### src/rtl/tp_pulse_stretcher_if.sv
// Test-point bus between the PIO out_port and the TP header conditioner.
// master drives raw levels and per-bit bypass; slave returns conditioned levels and hold status.
// All signals are WIDTH bits, one lane per test point, no handshake (level bus).
interface tp_pulse_stretcher_if #(
    parameter int WIDTH = 8
);
    logic [WIDTH-1:0] gpio_in;   // raw test-point levels from the PIO
    logic [WIDTH-1:0] bypass;    // per-bit: 1 = pass through unstretched
    logic [WIDTH-1:0] tp_out;    // conditioned levels to the TP pins
    logic [WIDTH-1:0] busy;      // per-bit: hold counter non-zero

    modport master (
        output gpio_in,
        output bypass,
        input  tp_out,
        input  busy
    );

    modport slave (
        input  gpio_in,
        input  bypass,
        output tp_out,
        output busy
    );
endinterface

### src/rtl/tp_pulse_stretcher.sv
// Per-bit pulse stretcher: every tp_out level is held for at least MIN_CYCLES clocks.
// Latency: gpio_in edge to tp_out edge is 2 cycles when idle (4 with TP_STRETCH_SYNC_EN defined).
// No backpressure: level bus; changes arriving during a hold are deferred, never dropped.
//
// Ports:
//   clk      system clock
//   reset_n  asynchronous, active-low reset
//   tp_if    slave side of tp_pulse_stretcher_if (gpio_in, bypass in; tp_out, busy out)
//
// Optional macro TP_STRETCH_SYNC_EN: inserts a 2-flop synchronizer on gpio_in and
// bypass for use when the PIO runs in another clock domain.
module tp_pulse_stretcher #(
    parameter int WIDTH      = 8,
    parameter int MIN_CYCLES = 8
) (
    input  logic           clk,
    input  logic           reset_n,
    tp_pulse_stretcher_if.slave tp_if
);

    localparam int CW = $clog2(MIN_CYCLES + 1);
    // Loaded on every output toggle; the toggle cycle itself counts as one of
    // the MIN_CYCLES, so the counter runs MIN_CYCLES-1 .. 0.
    localparam logic [CW-1:0] HOLD_LOAD = CW'(MIN_CYCLES - 1);

    typedef enum logic {
        ST_IDLE = 1'b0,
        ST_HOLD = 1'b1
    } bit_state_t;

    logic [WIDTH-1:0] gpio_src;
    logic [WIDTH-1:0] byp_eff;

`ifdef TP_STRETCH_SYNC_EN
    logic [WIDTH-1:0] gpio_s1_q;
    logic [WIDTH-1:0] gpio_s2_q;
    logic [WIDTH-1:0] byp_s1_q;
    logic [WIDTH-1:0] byp_s2_q;

    always_ff @(posedge clk or negedge reset_n) begin
        if (!reset_n) begin
            gpio_s1_q <= '0;
            gpio_s2_q <= '0;
            byp_s1_q  <= '0;
            byp_s2_q  <= '0;
        end else begin
            gpio_s1_q <= tp_if.gpio_in;
            gpio_s2_q <= gpio_s1_q;
            byp_s1_q  <= tp_if.bypass;
            byp_s2_q  <= byp_s1_q;
        end
    end

    assign gpio_src = gpio_s2_q;
    assign byp_eff  = byp_s2_q;
`else
    assign gpio_src = tp_if.gpio_in;
    assign byp_eff  = tp_if.bypass;
`endif

    // Per-bit state: {tp_q, cnt_q, pend_q}; IDLE/HOLD is decoded from cnt_q.
    logic [WIDTH-1:0] in_q,   in_d;
    logic [WIDTH-1:0] tp_q,   tp_d;
    logic [WIDTH-1:0] pend_q, pend_d;
    logic [CW-1:0]    cnt_q [WIDTH];
    logic [CW-1:0]    cnt_d [WIDTH];

    bit_state_t       st    [WIDTH];
    logic [WIDTH-1:0] mism;

    assign mism = in_q ^ tp_q;

    always_ff @(posedge clk or negedge reset_n) begin
        if (!reset_n) begin
            in_q   <= '0;
            tp_q   <= '0;
            pend_q <= '0;
            for (int i = 0; i < WIDTH; i++) begin
                cnt_q[i] <= '0;
            end
        end else begin
            in_q   <= in_d;
            tp_q   <= tp_d;
            pend_q <= pend_d;
            for (int i = 0; i < WIDTH; i++) begin
                cnt_q[i] <= cnt_d[i];
            end
        end
    end

    always_comb begin
        for (int i = 0; i < WIDTH; i++) begin
            st[i] = (cnt_q[i] != '0) ? ST_HOLD : ST_IDLE;
        end
    end

    always_comb begin
        in_d   = gpio_src;
        tp_d   = tp_q;
        pend_d = pend_q;
        for (int i = 0; i < WIDTH; i++) begin
            cnt_d[i] = cnt_q[i];
        end

        for (int i = 0; i < WIDTH; i++) begin
            if (byp_eff[i]) begin
                // Registered pass-through; any hold in progress is abandoned.
                tp_d[i]   = in_q[i];
                cnt_d[i]  = '0;
                pend_d[i] = 1'b0;
            end else begin
                case (st[i])
                    ST_IDLE: begin
                        // pend alone can fire a toggle: a pulse that opened and
                        // closed inside the previous hold leaves in_q==tp_q but
                        // still has to appear once on the pin.
                        if (mism[i] || pend_q[i]) begin
                            tp_d[i]   = ~tp_q[i];
                            cnt_d[i]  = HOLD_LOAD;
                            pend_d[i] = 1'b0;
                        end
                    end
                    ST_HOLD: begin
                        cnt_d[i]  = cnt_q[i] - CW'(1);
                        pend_d[i] = pend_q[i] | mism[i];
                    end
                    default: begin
                        cnt_d[i] = '0;
                    end
                endcase
            end
        end
    end

    always_comb begin
        for (int i = 0; i < WIDTH; i++) begin
            tp_if.busy[i] = (cnt_q[i] != '0);
        end
    end

    assign tp_if.tp_out = tp_q;

endmodule

### src/flat_wrapper.sv
// flat-port wrapper written by rule: the top's interface ports become plain ports
module tp_pulse_stretcher_flat 
#(
    parameter int WIDTH      = 8,
    parameter int MIN_CYCLES = 8
)
  (clk, reset_n, tp_if_gpio_in, tp_if_bypass, tp_if_tp_out, tp_if_busy);
  tp_pulse_stretcher_if #(.WIDTH(WIDTH)) tp_if_i ();
  input  logic clk;
  input  logic reset_n;
  input wire logic [$bits(tp_if_i.gpio_in)-1:0] tp_if_gpio_in;
  input wire logic [$bits(tp_if_i.bypass)-1:0] tp_if_bypass;
  output wire logic [$bits(tp_if_i.tp_out)-1:0] tp_if_tp_out;
  output wire logic [$bits(tp_if_i.busy)-1:0] tp_if_busy;
  assign tp_if_i.gpio_in = tp_if_gpio_in;
  assign tp_if_i.bypass = tp_if_bypass;
  assign tp_if_tp_out = tp_if_i.tp_out;
  assign tp_if_busy = tp_if_i.busy;
  tp_pulse_stretcher #(.WIDTH(WIDTH), .MIN_CYCLES(MIN_CYCLES)) u_core (.clk(clk), .reset_n(reset_n), .tp_if(tp_if_i));
endmodule
### config.mk
export PLATFORM = sky130hd
export DESIGN_NAME = tp_pulse_stretcher_flat
export DESIGN_NICKNAME = d
export VERILOG_FILES = /design/src/rtl/tp_pulse_stretcher_if.sv /design/src/rtl/tp_pulse_stretcher.sv /design/src/flat_wrapper.sv
export SDC_FILE = /design/constraint.sdc
export NUM_CORES = 1
export LEC_CHECK = 0
export CORE_ASPECT_RATIO = 0.9
export CORE_MARGIN = 10
export CORE_UTILIZATION = 60
export CTS_CLUSTER_SIZE = 14
export DETAILED_ROUTE_END_ITERATION = 10
export GPL_TIMING_DRIVEN = 0
export PLACE_DENSITY = 0.84
export SYNTH_ARGS = -nofsm -noshare
export SYNTH_HDL_FRONTEND = slang
export SYNTH_SLANG_ARGS = --single-unit
export TNS_END_PERCENT = 5
### constraint.sdc
create_clock -name clk -period 3.47 [get_ports clk]
set_input_delay 1.041 -clock clk [delete_from_list [all_inputs] [get_ports clk]]
set_output_delay 1.041 -clock clk [all_outputs]
set_load 0.02 [all_outputs]
==> results of run 1 <==
==> flip-flops by register name, summed over array words and instances (netlist names) <==
signal / count
u_core.pend_q: 8
u_core.tp_if.tp_out: 8
u_core.cnt_q: 32
u_core.in_q: 8
==> stage by stage <==
stage / hold slack, ns / instance area (sq um) / setup slack, ns / util / cells
after floorplan: 0.501 / 2810 / 1.17 / - / 277
after global placement: 0.527 / 3140 / -0.346 / 0.699 / 364
after detailed placement: 0.531 / 3150 / 0.559 / 0.703 / 365
after CTS: 0.554 / 3240 / 0.214 / 0.723 / 373
after global routing: 0.588 / 3240 / 0.0621 / 0.723 / 373
final: 0.542 / 3240 / 0.206 / 0.723 / 373
==> logic make-up (layout without fill, tap and decap cells) <==
group / Yosys count / in the layout / share of synthesized area
AOI/OAI and AO/OA: 50 / 50 / 0.127
xor gates and xnor gates: 11 / 11 / 0.0343
adders and majority gates: 8 / 8 / 0.0356
buffers and inverters: 48 / 82 / 0.0734
DFF: 56 / 56 / 0.498
muxes: 12 / 12 / 0.0445
and+or+nand+nor: 92 / 92 / 0.187
==> area by class of cell <==
class	count	area, sq um
Clock buffer	8	90.1
Buffer	15	82.6
Fill cell	348	1240
Timing Repair Buffer	26	265
Inverter	33	124
Tap cell	62	77.6
Sequential cell	56	1400
Multi-Input combinational cell	173	1200
==> worst max path at each step <==
stage                                        end  slack (ns)  depth (start not counted)              from
final                              tp_if_busy[4]        0.21                          5  u_core.cnt_q[12]
after global routing               tp_if_busy[4]        0.06                          5  u_core.cnt_q[12]
after CTS                          tp_if_busy[4]        0.21                          5  u_core.cnt_q[12]
after detailed placement           tp_if_busy[0]        0.56                          5  u_core.cnt_q[28]
after global placement    u_core.tp_if.tp_out[2]       -0.35                          1           reset_n
after floorplan                    tp_if_busy[1]        1.17                          4  u_core.cnt_q[24]
==> placed cells by master, fill, tap and decap left out, drive strengths merged, types with 4 or more instances in the layout <==
cell	instances
nand2	8
a21o	4
o41ai	5
a21oi	12
buf	13
nor2	33
or3	7
clkbuf	12
a211oi	5
clkdlybuf4s50	24
o21ai	8
ha	8
and3b	4
dfrtp	56
o311ai	8
nand2b	5
mux2i	8
xor2	8
nor3	16
inv	33
or3b	7
mux2	4
nor3b	6
==> where the power goes <==
group / switching, mW / total [mW] / internal, mW
Clock: 0.195 / 0.358 / 0.163
Sequential: 0.256 / 1.17 / 0.912
Combinational: 0.810 / 1.59 / 0.780
Total: 1.26 / 3.12 / 1.86
==> layer usage <==
metal / global-route usage / share of wire
met3: 0.0387 / 0.044
met5: 0 / 0
met4: 0.0532 / 0.013
met2: 0.219 / 0.47
met1: 0.157 / 0.47
==> worst register-to-register path, delay by kind of cell, from the launching register on <==
| family | cells | cell delay (ns) |
|---|---|---|
| mux | 1 | 0.36 |
| fa+ha+maj | 1 | 0.19 |
| flops | 1 | 0.41 |
| simple gates | 2 | 0.68 |
| buf+inv | 2 | 0.26 |
==> results.ini, run 1 <==
[timing]
period_share = 0.941
worst_clock_skew_ns = 0.00764
rsz0062_at_grt = no
worst_pin_slew_ns = 0.507
period_minus_slack_ns = 3.26
tns_ns = 0
maxSlewHeadroom = 0.661
fmax_ghz = 0.306
slew_violations = 0
timing.final.hold_violations = 0
final-setup-viol-count = 0

[cts]
hold_buffers = 0
cts_buffers = 5
cts_htree_levels = 2
clock_sinks = 56
cts-root-buf = clkbuf_8
postCtsSetupRepairBufs = 0
cts_tree = built
worst_skew_pair.late_latency_ns = 0.31
post_cts_resized = 0
cts_buffer_depth = 2
clk_pin_slew_ns = 0.10

[power_and_ir_drop]
finalPower_mw = 3.12
p_leak_nw = 1.45
cellPowerDensity_mw_per_mm2 = 960
peakVddDrop_v = 0.000551

[routing]
viasPerCell = 5.45
ant_nets = 0
routed_wl_microns = 4790
wl_per_cell_microns = 12.8
drt_iter0_drc = 121
drt_pre_antenna_iters = 4
route.detailed.drc = 0
num_vias = 2033

[setup_path]
endpoint_kind = primary output
path_max_fanout = 5
cp.arrival_ns = 2.22
crit_buf_inv = 3
r2r_setup_slack_ns = 1.47
critical_path_class = reg -> out
regToRegEndpoint = u_core.cnt_q[5]
critPathTopFamily = buffers and inverters
timing.rr.start = u_core.cnt_q[4]
worstPathCellList = inv_1 > ha_1 > nor3b_1 > inv_1 > clkdlybuf4s50_1
crit_top_cell = inv_1
crit_path_top_delay_cell = clkdlybuf4s50_1
ff2ff_path_depth = 6
critPathLaunchType = register
crit_path_max_incr_delay_ns = 0.59
crit_required_ns = 2.43

[outcome]
status = finished, final reports clean

[yosys]
synthesis.instances = 277
async_reset_ff_frac = 1.00
yosys-top-cells-count = dfrtp_1 (56), inv_1 (33), nor2_1 (33)
synth_ff_type = dfrtp_1
synth_top_area_frac = 0.498
avgSynthCellArea_sq_um = 10.1
yosysMostFrequentCell = dfrtp_1
yosys_warnings = 0
synth_area_sq_mm = 0.00281
synth_cell_type_count = 33
yosysSeqAreaShare = 0.498
syn_nets = 303
synth_area_leaders = dfrtp_1 (50%), inv_1 (4.4%), nor2_1 (4.4%)
synth_edf_count = 0
ys_ff_latch = 56
yosysTopAreaCell = dfrtp_1

[grt]
grt_start_max_net_pins = 40
grt_util_all_layers = 0.132
grt_pass1_wl_microns = 8690
grt.overflow.total = 0
antenna_found_initial = 0
grt_pass1_vias = 2036

[die]
io_pins = 34
dieArea_sq_mm = 0.00783
die_w_microns = 92.2
die_h_microns = 84.9
initial_core_util = 0.626
core_sq_mm = 0.00449
row_count = 23

[place]
portBuffers = 25
place_hpwl_microns = 3670
place_congestion = 0.791

[worst_hold_path]
min_from = u_core.cnt_q[27]
min_path_type = reg -> reg
worstHoldPathCells = 2
min_to = u_core.cnt_q[27]

[layout]
fin_nets = 336
area_delta_synth_final_pct = 15.4
antenna-diode-count = 0
layout-drive-gt1-share = 0.0772

[run]
maxCapViolCount = 0

Note: power is estimated with default switching activity, not from simulation.
==> run 2: changes to the inputs <==
- CORE_UTILIZATION: 60 -> 50
- PLACE_DENSITY: 0.84 -> 0.72
==> results.ini, run 2 (synthesized netlist as in run 1, its figures left out) <==
[layout]
multiInputGateArea_sq_mm = 0.00120
layout-drive-gt1-share = 0.0804
nFillCells = 451
antenna-diode-count = 0
largest_reg_flops = 32
layout_common_cells = dfrtp_1 (56), inv_1 (33), nor2_1 (33), clkdlybuf4s50_1 (24), nor3_1 (13)
mostFrequentLayoutCell = dfrtp_1
regArea_sq_mm = 0.00140
regMostFlops = u_core.cnt_q
fin_nets = 336
area_delta_synth_final_pct = 15.8

[routing]
ant_nets = 0
viasPerCell = 5.25
num_vias = 1984
wl_per_cell_microns = 12.9
drt_iter0_drc = 55
routed_wl_microns = 4890
drt_pre_antenna_iters = 4
route.detailed.drc = 0

[outcome]
status = finished, final reports clean

[cts]
cts-root-buf = clkbuf_8
postCtsSetupRepairBufs = 0
cts_buffers = 5
clock_sinks = 56
post_cts_resized = 0
worst_skew_pair.late_latency_ns = 0.31
clk_pin_slew_ns = 0.09
hold_buffers = 0
cts_buffer_depth = 2
cts_htree_levels = 2
cts_tree = built

[grt]
use_met2 = 0.177
grt_util_all_layers = 0.113
grt.overflow.total = 0
busiest_layer = met2
grt_pass1_vias = 2017
grt_use_met1 = 0.141
grt_start_max_net_pins = 30
grt_pass1_wl_microns = 8810
grt_util_met3 = 0.0348
antenna_found_initial = 0

[die]
io_pins = 34
dieArea_sq_mm = 0.00903
row_count = 25
die_h_microns = 91.1
die_w_microns = 99.0
core_sq_mm = 0.00535
initial_core_util = 0.526

[setup_path]
worstPathCellList = inv_1 > ha_1 > nor3b_1 > inv_1 > clkdlybuf4s50_1
critPathLaunchType = register
crit_path_max_incr_delay_ns = 0.59
critPathTopFamily = buffers and inverters
crit_required_ns = 2.43
cp.arrival_ns = 2.21
crit_path_top_delay_cell = clkdlybuf4s50_1
path_max_fanout = 5
endpoint_kind = primary output
critical_path_class = reg -> out
crit_buf_inv = 3
crit_top_cell = inv_1

[timing]
maxSlewHeadroom = 0.575
period_minus_slack_ns = 3.25
timing.hold.ws_ns = 0.550
fin_ws_ns = 0.219
worst_clock_skew_ns = 0.00309
fmax_ghz = 0.308
period_share = 0.937
slew_violations = 0
timing.final.hold_violations = 0
final-setup-viol-count = 0
rsz0062_at_grt = no
worst_pin_slew_ns = 0.638

[place]
place_hpwl_microns = 3550
pre_cts_ws_ns = 0.563
portBuffers = 25
place_congestion = 0.785

[power_and_ir_drop]
p_leak_nw = 1.45
peakVddDrop_v = 0.000484
cellPowerDensity_mw_per_mm2 = 961

[run]
maxCapViolCount = 0

[worst_hold_path]
min_path_type = reg -> reg

[run 2: cell types whose count changed in the layout (fill, tap and decap cells not counted), sizes merged]
cell	before	now
clkinvlp	0	1
clkbuf	12	11
[run 2: path summary, 6_finish.rpt]
kind	startpoint	to	slack (ns)	depth (start not counted)
max in group asynchronous	reset_n	u_core.pend_q[6]	2.15	2
worst max-delay path	u_core.cnt_q[12]	tp_if_busy[4]	0.22	5
min in group asynchronous	reset_n	u_core.tp_if.tp_out[7]	0.74	1
worst max register to register	u_core.cnt_q[24]	u_core.cnt_q[25]	1.46	6
worst min-delay path	u_core.cnt_q[0]	u_core.cnt_q[0]	0.55	1
worst min register to register	u_core.cnt_q[0]	u_core.cnt_q[0]	0.55	1
[run 2: final cells by class]
type | count | share of cell area
inverter | 33 | 0.0381
buffer | 15 | 0.0254
sequential | 56 | 0.431
clock buffer | 7 | 0.0265
clock inverter | 1 | 0.00231
tap | 67 | 0.0258
multi-input combinational | 173 | 0.370
timing repair buffer | 26 | 0.0815
[run 2: metrics by stage]
step	TNS (ns)	cell area, sq um	power (mW)	util	cells
finish	0	3250	3.13	0.608	378
global route	0	3250	3.42	0.608	378
CTS	0	3250	3.17	0.608	378
detailed placement	0	3160	2.78	0.591	370
global placement	-22.94	3150	2.73	0.588	369
floorplan	0	2810	2.29	-	277
[run 2: layer usage]
metal | up-vias | routed length [microns]
met1 | 929 | 2310
met3 | 8 | 248
met5 | - | 0
met2 | 27 | 2260
met4 | 0 | 77
li1 | 1020 | -
[run 2: where the power goes]
group | leakage, nW | internal [mW] | switching, mW
sequential | 0.708 | 0.912 | 0.255
combinational | 0.700 | 0.781 | 0.815
clock | 0.0445 | 0.163 | 0.202
